### src/rtl/ap_com_pkg.sv
// Shared types and helpers for the approximate-compressor LUT bank.
package ap_com_pkg;

  // Widest supported cell; tables narrower than this use the low bits.
  localparam int IN_W_MAX = 4;
  localparam int TT_W     = 2 ** IN_W_MAX;

  typedef enum logic [1:0] {
    RUN   = 2'd0,
    DRAIN = 2'd1,
    SWAP  = 2'd2
  } bank_state_e;

  // Exact sum-bit table (XOR of all inputs) for an in_w-input cell.
  function automatic logic [TT_W-1:0] parity_tt(input int in_w);
    logic [TT_W-1:0] r;
    logic [IN_W_MAX-1:0] p;
    r = '0;
    for (int j = 0; j < TT_W; j++) begin
      p = j[IN_W_MAX-1:0];
      if (j < (1 << in_w)) r[j] = ^p;
    end
    return r;
  endfunction

endpackage

### src/rtl/ap_com_lut_cell.sv
// One programmable compressor cell: shadow + active truth table and lookup mux.
import ap_com_pkg::*;

module ap_com_lut_cell #(
  parameter int IN_W = 4
) (
  input  logic                   clk,
  input  logic                   rst,
  input  logic                   wr_en,
  input  logic [(1<<IN_W)-1:0]   tt,
  input  logic                   swap,
  input  logic [IN_W-1:0]        sel,
  output logic                   y
);

  localparam int TBL_W = 1 << IN_W;
  localparam logic [TT_W-1:0]  PAR_FULL = parity_tt(IN_W);
  localparam logic [TBL_W-1:0] PAR_TT   = PAR_FULL[TBL_W-1:0];

  logic [TBL_W-1:0] shadow_q, shadow_d;
  logic [TBL_W-1:0] active_q, active_d;

  // Writes land in the shadow; swap copies the whole shadow in one edge.
  always_comb begin
    shadow_d = wr_en ? tt : shadow_q;
    active_d = swap ? shadow_q : active_q;
  end

  // Table registers, both restored to the exact parity table on reset.
  always_ff @(posedge clk or posedge rst) begin
    if (rst) begin
      shadow_q <= PAR_TT;
      active_q <= PAR_TT;
    end else begin
      shadow_q <= shadow_d;
      active_q <= active_d;
    end
  end

  assign y = active_q[sel];

endmodule

### src/rtl/ap_com_lut_bank.sv
// Bank of programmable compressor LUTs with a valid/ready evaluation
// pipeline and drain-then-swap table reconfiguration.
import ap_com_pkg::*;

module ap_com_lut_bank #(
  parameter int NUM_COMP = 33,
  parameter int IN_W     = 4,
  parameter int PIPE     = 1,
  parameter int EPOCH_W  = 8
) (
  input  logic                                            clk,
  input  logic                                            rst,
  input  logic                                            cfg_valid,
  output logic                                            cfg_ready,
  input  logic [((NUM_COMP > 1) ? $clog2(NUM_COMP) : 1)-1:0] cfg_idx,
  input  logic [(1<<IN_W)-1:0]                            cfg_tt,
  input  logic                                            cfg_commit,
  output logic                                            cfg_err,
  input  logic                                            in_valid,
  output logic                                            in_ready,
  input  logic [NUM_COMP*IN_W-1:0]                        in_data,
  output logic                                            out_valid,
  input  logic                                            out_ready,
  output logic [NUM_COMP-1:0]                             out_data,
  output logic [EPOCH_W-1:0]                              tt_epoch
);

  bank_state_e state_q, state_d;
  logic [PIPE-1:0]               vld_pipe_q, vld_pipe_d;
  logic [PIPE-1:0][NUM_COMP-1:0] data_pipe_q, data_pipe_d;
  logic [PIPE-1:0]               ld;
  logic [NUM_COMP-1:0]           cell_wr, cell_y;
  logic [EPOCH_W-1:0]            tt_epoch_q, tt_epoch_d;
  logic                          cfg_err_q, cfg_err_d;
  logic                          in_fire, cfg_fire, idx_oob, swap;

  // Stage s may load if the sink takes data or any stage at/after s is empty;
  // written from flop state only so there is no combinational chain on ld.
  always_comb begin
    for (int s = 0; s < PIPE; s++) begin
      ld[s] = out_ready;
      for (int t = s; t < PIPE; t++)
        if (!vld_pipe_q[t]) ld[s] = 1'b1;
    end
  end

  // Handshakes and per-cell shadow write enables.
  always_comb begin
    in_ready  = (state_q == RUN) && ld[0];
    cfg_ready = (state_q == RUN);
    in_fire   = in_valid && in_ready;
    cfg_fire  = cfg_valid && cfg_ready;
    idx_oob   = 32'(cfg_idx) >= 32'(NUM_COMP);
    cfg_err_d = cfg_fire && idx_oob;
    for (int k = 0; k < NUM_COMP; k++)
      cell_wr[k] = cfg_fire && !idx_oob && (32'(cfg_idx) == k);
  end

  // Pipeline advance: load on ld, hold otherwise; stage 0 captures the lookup.
  always_comb begin
    vld_pipe_d  = vld_pipe_q;
    data_pipe_d = data_pipe_q;
    if (ld[0]) begin
      vld_pipe_d[0] = in_fire;
      if (in_fire) data_pipe_d[0] = cell_y;
    end
    for (int s = 1; s < PIPE; s++) begin
      if (ld[s]) begin
        vld_pipe_d[s] = vld_pipe_q[s-1];
        if (vld_pipe_q[s-1]) data_pipe_d[s] = data_pipe_q[s-1];
      end
    end
  end

  // RUN -> DRAIN on commit; leave DRAIN in the same cycle the last beat
  // is taken so SWAP follows immediately; SWAP lasts one cycle.
  always_comb begin
    state_d    = state_q;
    swap       = 1'b0;
    tt_epoch_d = tt_epoch_q;
    case (state_q)
      RUN:   if (cfg_fire && cfg_commit) state_d = DRAIN;
      DRAIN: if (vld_pipe_d == '0) state_d = SWAP;
      SWAP: begin
        swap       = 1'b1;
        tt_epoch_d = tt_epoch_q + EPOCH_W'(1);
        state_d    = RUN;
      end
      default: state_d = RUN;
    endcase
  end

  // Control and data registers.
  always_ff @(posedge clk or posedge rst) begin
    if (rst) begin
      state_q     <= RUN;
      vld_pipe_q  <= '0;
      data_pipe_q <= '0;
      tt_epoch_q  <= '0;
      cfg_err_q   <= 1'b0;
    end else begin
      state_q     <= state_d;
      vld_pipe_q  <= vld_pipe_d;
      data_pipe_q <= data_pipe_d;
      tt_epoch_q  <= tt_epoch_d;
      cfg_err_q   <= cfg_err_d;
    end
  end

  for (genvar k = 0; k < NUM_COMP; k++) begin : g_cell
    ap_com_lut_cell #(.IN_W(IN_W)) u_cell (
      .clk   (clk),
      .rst   (rst),
      .wr_en (cell_wr[k]),
      .tt    (cfg_tt),
      .swap  (swap),
      .sel   (in_data[k*IN_W +: IN_W]),
      .y     (cell_y[k])
    );
  end

  assign out_valid = vld_pipe_q[PIPE-1];
  assign out_data  = data_pipe_q[PIPE-1];
  assign tt_epoch  = tt_epoch_q;
  assign cfg_err   = cfg_err_q;

endmodule

### config.mk
export PLATFORM = sky130hd
export DESIGN_NAME = ap_com_lut_bank
export DESIGN_NICKNAME = d
export VERILOG_FILES = /design/src/rtl/ap_com_pkg.sv /design/src/rtl/ap_com_lut_cell.sv /design/src/rtl/ap_com_lut_bank.sv
export SDC_FILE = /design/constraint.sdc
export NUM_CORES = 2
export LEC_CHECK = 0
export CAP_MARGIN = 40
export CORE_MARGIN = 4
export CORE_UTILIZATION = 30
export CTS_CLUSTER_SIZE = 20
export DETAILED_ROUTE_END_ITERATION = 8
export PLACE_DENSITY = 0.47
export RECOVER_POWER = 50
export SKIP_LAST_GASP = 1
export SYNTH_ARGS = -nofsm -noshare
export SYNTH_HDL_FRONTEND = slang
export SYNTH_HIERARCHICAL = 1
export SYNTH_SLANG_ARGS = --single-unit
### constraint.sdc
create_clock -name clk -period 4.4 [get_ports clk]
set_clock_uncertainty 0.2 [all_clocks]
set_input_delay 0.88 -clock clk [delete_from_list [all_inputs] [get_ports clk]]
set_output_delay 0.88 -clock clk [all_outputs]
set_load 0.05 [all_outputs]
==> summary.txt <==
Status
  • Status: complete, but fails checks
  • Failing checks: capacitance limit, slew limit

Yosys
  • Yosys warning total: 6
  • Multiplexer share of the synthesized area: between 30% and 40%
  • Main combinational cell family by area after synthesis: multiplexers
  • Register area share after synthesis: 61.0%
  • Netlist cell types: 30
  • Largest cells by area after synthesis: dfrtp_1 31%, dfstp_2 30%, mux2_2 27%
  • Synth Area in XOR/XNOR: 0.132%
  • Compound-cell area share of the yosys netlist: less than 1%
  • Post-Syn Area per Cell: approximately 17 um^2
  • Mapped Cells: 2,678
  • Largest area contributor in the netlist: dfrtp_1
  • Post-Syn Nets: between 2,000 and 3,000
  • FF+latch count, synth: 1,101
  • Synth top area share: 31.0%
  • Synth Cell Area: 46,300 um^2
  • Post-Synth Simple-Gate Area: less than 1%
  • Adder-cell share of the synthesized area: 0.0270%

STA
  • Max Transition Viols Final: a little over 80
  • Rel. slew slack: -38.7%
  • Max Clock Freq: roughly 280 MHz
  • Min Tclk post-route: around 3600 ps
  • TNS Setup: 0 ps
  • Setup Viol. Count Final: 0
  • Period utilization: about four fifths
  • Actual slew at the worst max-slew pin: roughly 2100 ps
  • Final hold viol count: 0
  • RSZ-0062 raised after global routing: false

Power and ir drop
  • Sw Ratio: 25.7%
  • Power density over cell area: 528 nW/um^2
  • Sequential share of power: 47.9%
  • Internal: around 22,000 uW
  • Net switching power: approximately 7500 uW
  • Power Total: 29,200 uW
  • Clk pwr share: 35.0%
  • Peak supply drop: 0.302 mV
  • LEAKAGE: approximately 0.025 uW
  • Combinational Power Share: ~17%

Detailed routing
  • Via density: 4.76
  • Starting DRT DRC Count: between 1,000 and 1,500
  • Vias: roughly 24,000
  • WL final: 123,000 um
  • DRC violations left: 0
  • Wire length per cell: about 24 um
  • Post-DRT Antenna Nets: 0
  • DRT Pass-1 Iters: 5

Global route
  • Vias in the first global route: between 20,000 and 30,000
  • Total grt overflow: 0
  • Pin count of the biggest net entering global routing: 103
  • Wire length of the first global-routing pass: about 190,000 um
  • Initial antenna violation count: 36
  • GRT Overall Usage: ~15%

Finish
  • Most common cell after layout, fill and taps aside: mux2_2
  • Area delta synth->final: 19.3%
  • Util after Layout: a little over a third
  • Multi-input logic area: 17,300 um^2
  • Final Non-Filler Cells: roughly 5,100
  • Fin nets: 3,147
  • Reg area: about 28,000 um^2
  • Fillers: ~14,000
  • Final Cell Area: between 50,000 and 60,000 um^2
  • Fraction of layout cells with a size suffix above 1: slightly above 60%
  • Most frequent cells in the layout: 1,090 x mux2_2, 573 x dfrtp_1, 528 x dfstp_2

Critical path
  • FF-to-FF Start: state_q[1]
  • Worst EP required: roughly 3300 ps
  • Crit-path max FO: 3
  • Critical Path AT: about 2500 ps
  • Flop-to-flop setup slack: 1000 ps
  • R2R Path End: g_cell[3].u_cell/active_q[9]
  • R2r worst-path depth: 4
  • Crit end category: output port
  • Setup CP Type: input port to output port
  • Startpoint Class: input port

Clock network
  • Num CTS Buffers: between 100 and 150
  • CTS tree: yes
  • Post-CTS setup repair buffer count: 0
  • Worst-Skew Late Latency: approximately 730 ps
  • Worst-path clk slew: approximately 50 ps
  • Clk buf depth: 3
  • Root buf cell: clkbuf_16
  • # H-tree levels: 3
  • Post-cts sizing count: 0
  • Sinks on Clock Net: 1,101
  • Hold_buf cts: 0

Hold path
  • Worst Hold Path EP: tt_epoch[7]
  • Hold_sp: tt_epoch[7]
  • Hold WC Path Type: flop to flop
  • Hold Path Depth: 1

Floorplanning
  • FP Rows: between 100 and 150
  • Core area: 153,000 um^2
  • Die W: about 400 um
  • DIE HEIGHT: approximately 400 um
  • Num ports: about 210
  • DIE AREA: ~160,000 um^2
  • Initial cell density of the core: slightly above 30%

Placement
  • HPWL Detailed: 81,000 um
  • Port Buffers: between 200 and 250
  • Placed insts: a little under 5,000
  • GP Congestion: roughly 0.72
  • Cell Area, Placed: 51,600 um^2

Run
  • # Max-Cap Violations: 4
## how the worst max path moves through the flow
stage | from | end | slack, ps | depth (start not counted)
floorplan | out_ready | in_ready | 1340 | 2
global placement | cfg_valid | g_cell[5].u_cell/shadow_q[3] | 500 | 6
detailed placement | cfg_valid | g_cell[1].u_cell/shadow_q[15] | 470 | 6
CTS | out_ready | in_ready | 900 | 4
global route | rst | out_data[28] | 560 | 4
finish | out_ready | in_ready | 850 | 4
## cell usage after synthesis
cell type	count
a21oi_1	1
and3_1	1
and4b_1	1
buf_1	2
buf_2	133
buf_6	3
clkbuf_1	2
dfrtp_1	573
dfstp_2	528
ha_1	1
inv_1	34
mux2_2	1090
mux2i_1	99
mux4_1	132
nand2_1	7
nand2b_1	5
nand3_1	3
nand3_4	1
nand3b_1	2
nand4_1	6
nand4b_1	3
nor2_1	27
nor2_4	1
nor2b_1	3
nor3_1	8
nor3b_1	3
nor3b_4	1
o211a_1	1
xnor2_1	6
xor2_1	1
## critical path, cell delays in order
cell	delay [ps]
dlygate4sd3_1	550
nor2b_1	70
nor3_1	130
clkdlybuf4s50_1	840
## registers in the layout (all words and copies together), names as in the netlist
register	flops
state_q	2
out_valid	1
tt_epoch	8
out_data	33
cfg_err	1
g_cell.u_cell/active_q	528
g_cell.u_cell/shadow_q	528
## metal layers
| metal | routed length (um) | GRT usage (%) | up-vias |
|---|---|---|---|
| met5 | 25 | 0 | - |
| met4 | 3240 | 4.03 | 6 |
| li1 | - | - | 10600 |
| met1 | 55400 | 20.8 | 13200 |
| met3 | 6280 | 3.64 | 181 |
| met2 | 58500 | 24.8 | 489 |
## area by class of cell
type,count,share of cell area (%)
timing repair buffer,325,5.37
clock inverter,38,0.689
clock buffer,192,6.68
antenna,12,0.0544
inverter,34,0.233
sequential,1101,51.1
tap,2030,4.60
multi-input combinational,1403,31.3
## power groups by stage
stage / sequential, uW / clock, uW / combinational, uW
after floorplan: 14100 / 0 / 3190
after detailed placement: 14100 / 0 / 5140
after global routing: 14300 / 11000 / 5390
after global placement: 14000 / 0 / 4910
after CTS: 14000 / 10600 / 5160
final: 14000 / 10200 / 5000
## metrics by stage
stage | hold WS, ps | setup slack (ps)
2_1_floorplan | 272 | 1340
3_3_place_gp | 267 | 504
3_5_place_dp | 265 | 471
4_1_cts | 191 | 897
5_1_grt | 302 | 557
6_report | 276 | 846
## logic make-up (layout without fill, tap and decap cells)
group                      after synthesis  count (layout)
AOI/OAI and AO/OA                        2               2
xor gates and xnor gates                 7               7
adders and majority gates                1               1
buffers and inverters                  174             589
DFF                                   1101            1101
muxes                                 1321            1321
other                                    0              12
and+or+nand+nor                         72              72
No activity file was read; power rests on OpenSTA's default activity.
==> edit: new RTL, config.mk and constraints unchanged <==
`EPOCH_W`: 8 -> 6.
--- a/src/rtl/ap_com_lut_bank.sv
+++ b/src/rtl/ap_com_lut_bank.sv
@@ -6,7 +6,7 @@
   parameter int NUM_COMP = 33,
   parameter int IN_W     = 4,
   parameter int PIPE     = 1,
-  parameter int EPOCH_W  = 8
+  parameter int EPOCH_W  = 6
 ) (
   input  logic                                            clk,
   input  logic                                            rst,
Interface: changed (resized tt_epoch); port bits go from 205 to 203. No check against the original RTL was run, so the function may have changed too.
==> edit against the original RTL <==
  * The run still ends with capacitance limit, slew limit left
  * Critical path depth is the same
  * Total power is 0.95% higher
  * Via count shrank 1.5%
  * Worst setup slack lost 0.20 ns
  * Sequential cell count is 2 lower
  * Final area up 0.16%
  * Wire length fell by 2.6%
  * First-iteration DRC count shrank 3.9%
  * Sequential share of layout area shrank 0.17 points
  * Area after synthesis is 0.19% lower
==> edit: results (changes against the original RTL) <==
metric,value,unit,change
met2 WL,58560,µm,+0.14%
gp weighted congestion,0.7246,,+0.12%
Total Routed Length,120300,µm,-2.6%
layout cells sized above 1,62.26,%,+0.084 points
number of max-cap violations,5,,+1
Synth Area in Adders,0.02709,%,+0.000052 points
largest net degree at the start of global routing,105,,+1.9%
IO buf count,202,,-0.98%
critical path peak fanout,30,,+27
failing checks,"capacitance limit, slew limit",,
max-slew violations,82,,unchanged
crit path DAT,4.15,ns,+1.68 ns
starting DRC count in detailed routing,997,,-3.9%
Area contributors post-synth,"dfrtp_1 31%, dfstp_2 30%, mux2_2 27%",,
Leak,24.63,nW,about the same
compound-cell area share of the yosys netlist,0.02167,%,-0.011 points
DR WL met3,5626,µm,-10%
max_slew headroom,-29.46,%,+9.2 points
overall via count from detail_route,24079,,-1.5%
htree depth,4,,+1
Synth cell types,30,,unchanged
status,"finished, violations left",,
initial antenna violation count,27,,-25%
post-place setup slack,0.5662,ns,+0.09508 ns
P_sw,7.497,mW,+0.15%
CTS buffer count,131,,+8.3%
Met1 Wirelength,53990,µm,-2.6%
Final nets,3128,,-0.60%
vias in the first global route,27293,,+0.66%
worst vdd ir,0.2771,mV,-8.2%
first-pass GRT wire length,180100,µm,-3.1%
dpl hpwl,77680,µm,-4.1%
Post-Synth XOR/XNOR Area,0.09482,%,-0.038 points
Synth top cells by count,"1090 x mux2_2, 571 x dfrtp_1, 528 x dfstp_2",,
fraction of synthesized area in multiplexers,36.23,%,+0.070 points
Total GRT Usage,14.97,%,-0.40 points
syn_nets,2833,,-0.21%
post-synth top area share,30.94,%,-0.049 points
## edit: changes by cell type in the layout (fill, tap and decap cells not counted), sizes merged, moves of 2 or more
cell,change
clkinvlp,-2
nand3,-2
bufinv,-3
xnor2,-2
clkinv,-4
dfrtp,-2
clkbuf,+4
diode,+4
inv,+8
buf,-12
## edit: logic make-up after synthesis
| family | Yosys count |
|---|---|
| mux | 1321 |
| flops | 1099 |
| buf+inv | 174 |
| simple gates | 70 |
| xor+xnor | 5 |
| compound gates | 2 |
| fa+ha+maj | 1 |
## edit: final cells by class
class / instances / area, µm²
inverters: 35 / 132.6
flip-flops and latches: 1099 / 28160
clock buffers: 206 / 3944
diodes: 16 / 40.04
repair buffers: 301 / 2940
fillers: 14287 / 97160
clock inverters: 36 / 310.3
multi-input cells: 1399 / 17210
well taps: 2030 / 2540
## edit: per-stage QoR
stage / hold slack, ns / total power [mW] / instances / area (µm²) / util [%]
6_report: 0.2780 / 29.43 / 5122 / 55280 / 36.27
5_1_grt: 0.2853 / 30.95 / 5107 / 55250 / 36.24
4_1_cts: 0.07892 / 30.06 / 5106 / 55680 / 36.52
3_5_place_dp: 0.2673 / 19.24 / 4864 / 51420 / 33.73
3_3_place_gp: 0.2753 / 18.83 / 4827 / 50580 / 33.18
2_1_floorplan: 0.2718 / 17.31 / 2672 / 46190 / -
## edit: layer usage
metal  up-vias  track usage [%]
met3       158            3.224
li1      10499                -
met4         6            3.625
met2       440            24.66
met5         -                0
met1     12976            20.17
## edit: path summary, 6_finish.rpt
| check | to | start | slack, ns |
|---|---|---|---|
| setup / recovery | tt_epoch[5]$_DFFE_PP0P_ | state_q[1]$_DFFE_PP0P_ | 0.65 |
| hold / removal | tt_epoch[5]$_DFFE_PP0P_ | tt_epoch[5]$_DFFE_PP0P_ | 0.28 |
| setup reg to reg | tt_epoch[5]$_DFFE_PP0P_ | state_q[1]$_DFFE_PP0P_ | 0.65 |
| hold reg to reg | tt_epoch[5]$_DFFE_PP0P_ | tt_epoch[5]$_DFFE_PP0P_ | 0.28 |
| max in group asynchronous | g_cell[22].u_cell/shadow_q[5]$_DFFE_PP0P_ | rst | 0.83 |
| min in group asynchronous | g_cell[17].u_cell/shadow_q[12]$_DFFE_PP0P_ | rst | 0.69 |
## edit: critical path, stage by stage, from the launching register on
cell     delay, ns
dfrtp_1       0.50
nor2b_1       1.51
buf_4         0.58
nand4_1       0.52
xnor2_1       0.27
## edit: power by group through the flow
stage                     sequential [mW]  clock (mW)  combinational, mW
after floorplan                      14.1           0               3.19
after global placement               14.0           0               4.86
after detailed placement             14.1           0               5.13
after CTS                            14.0        10.9               5.15
after global routing                 14.2        11.4               5.37
final                                13.9        10.5               4.98
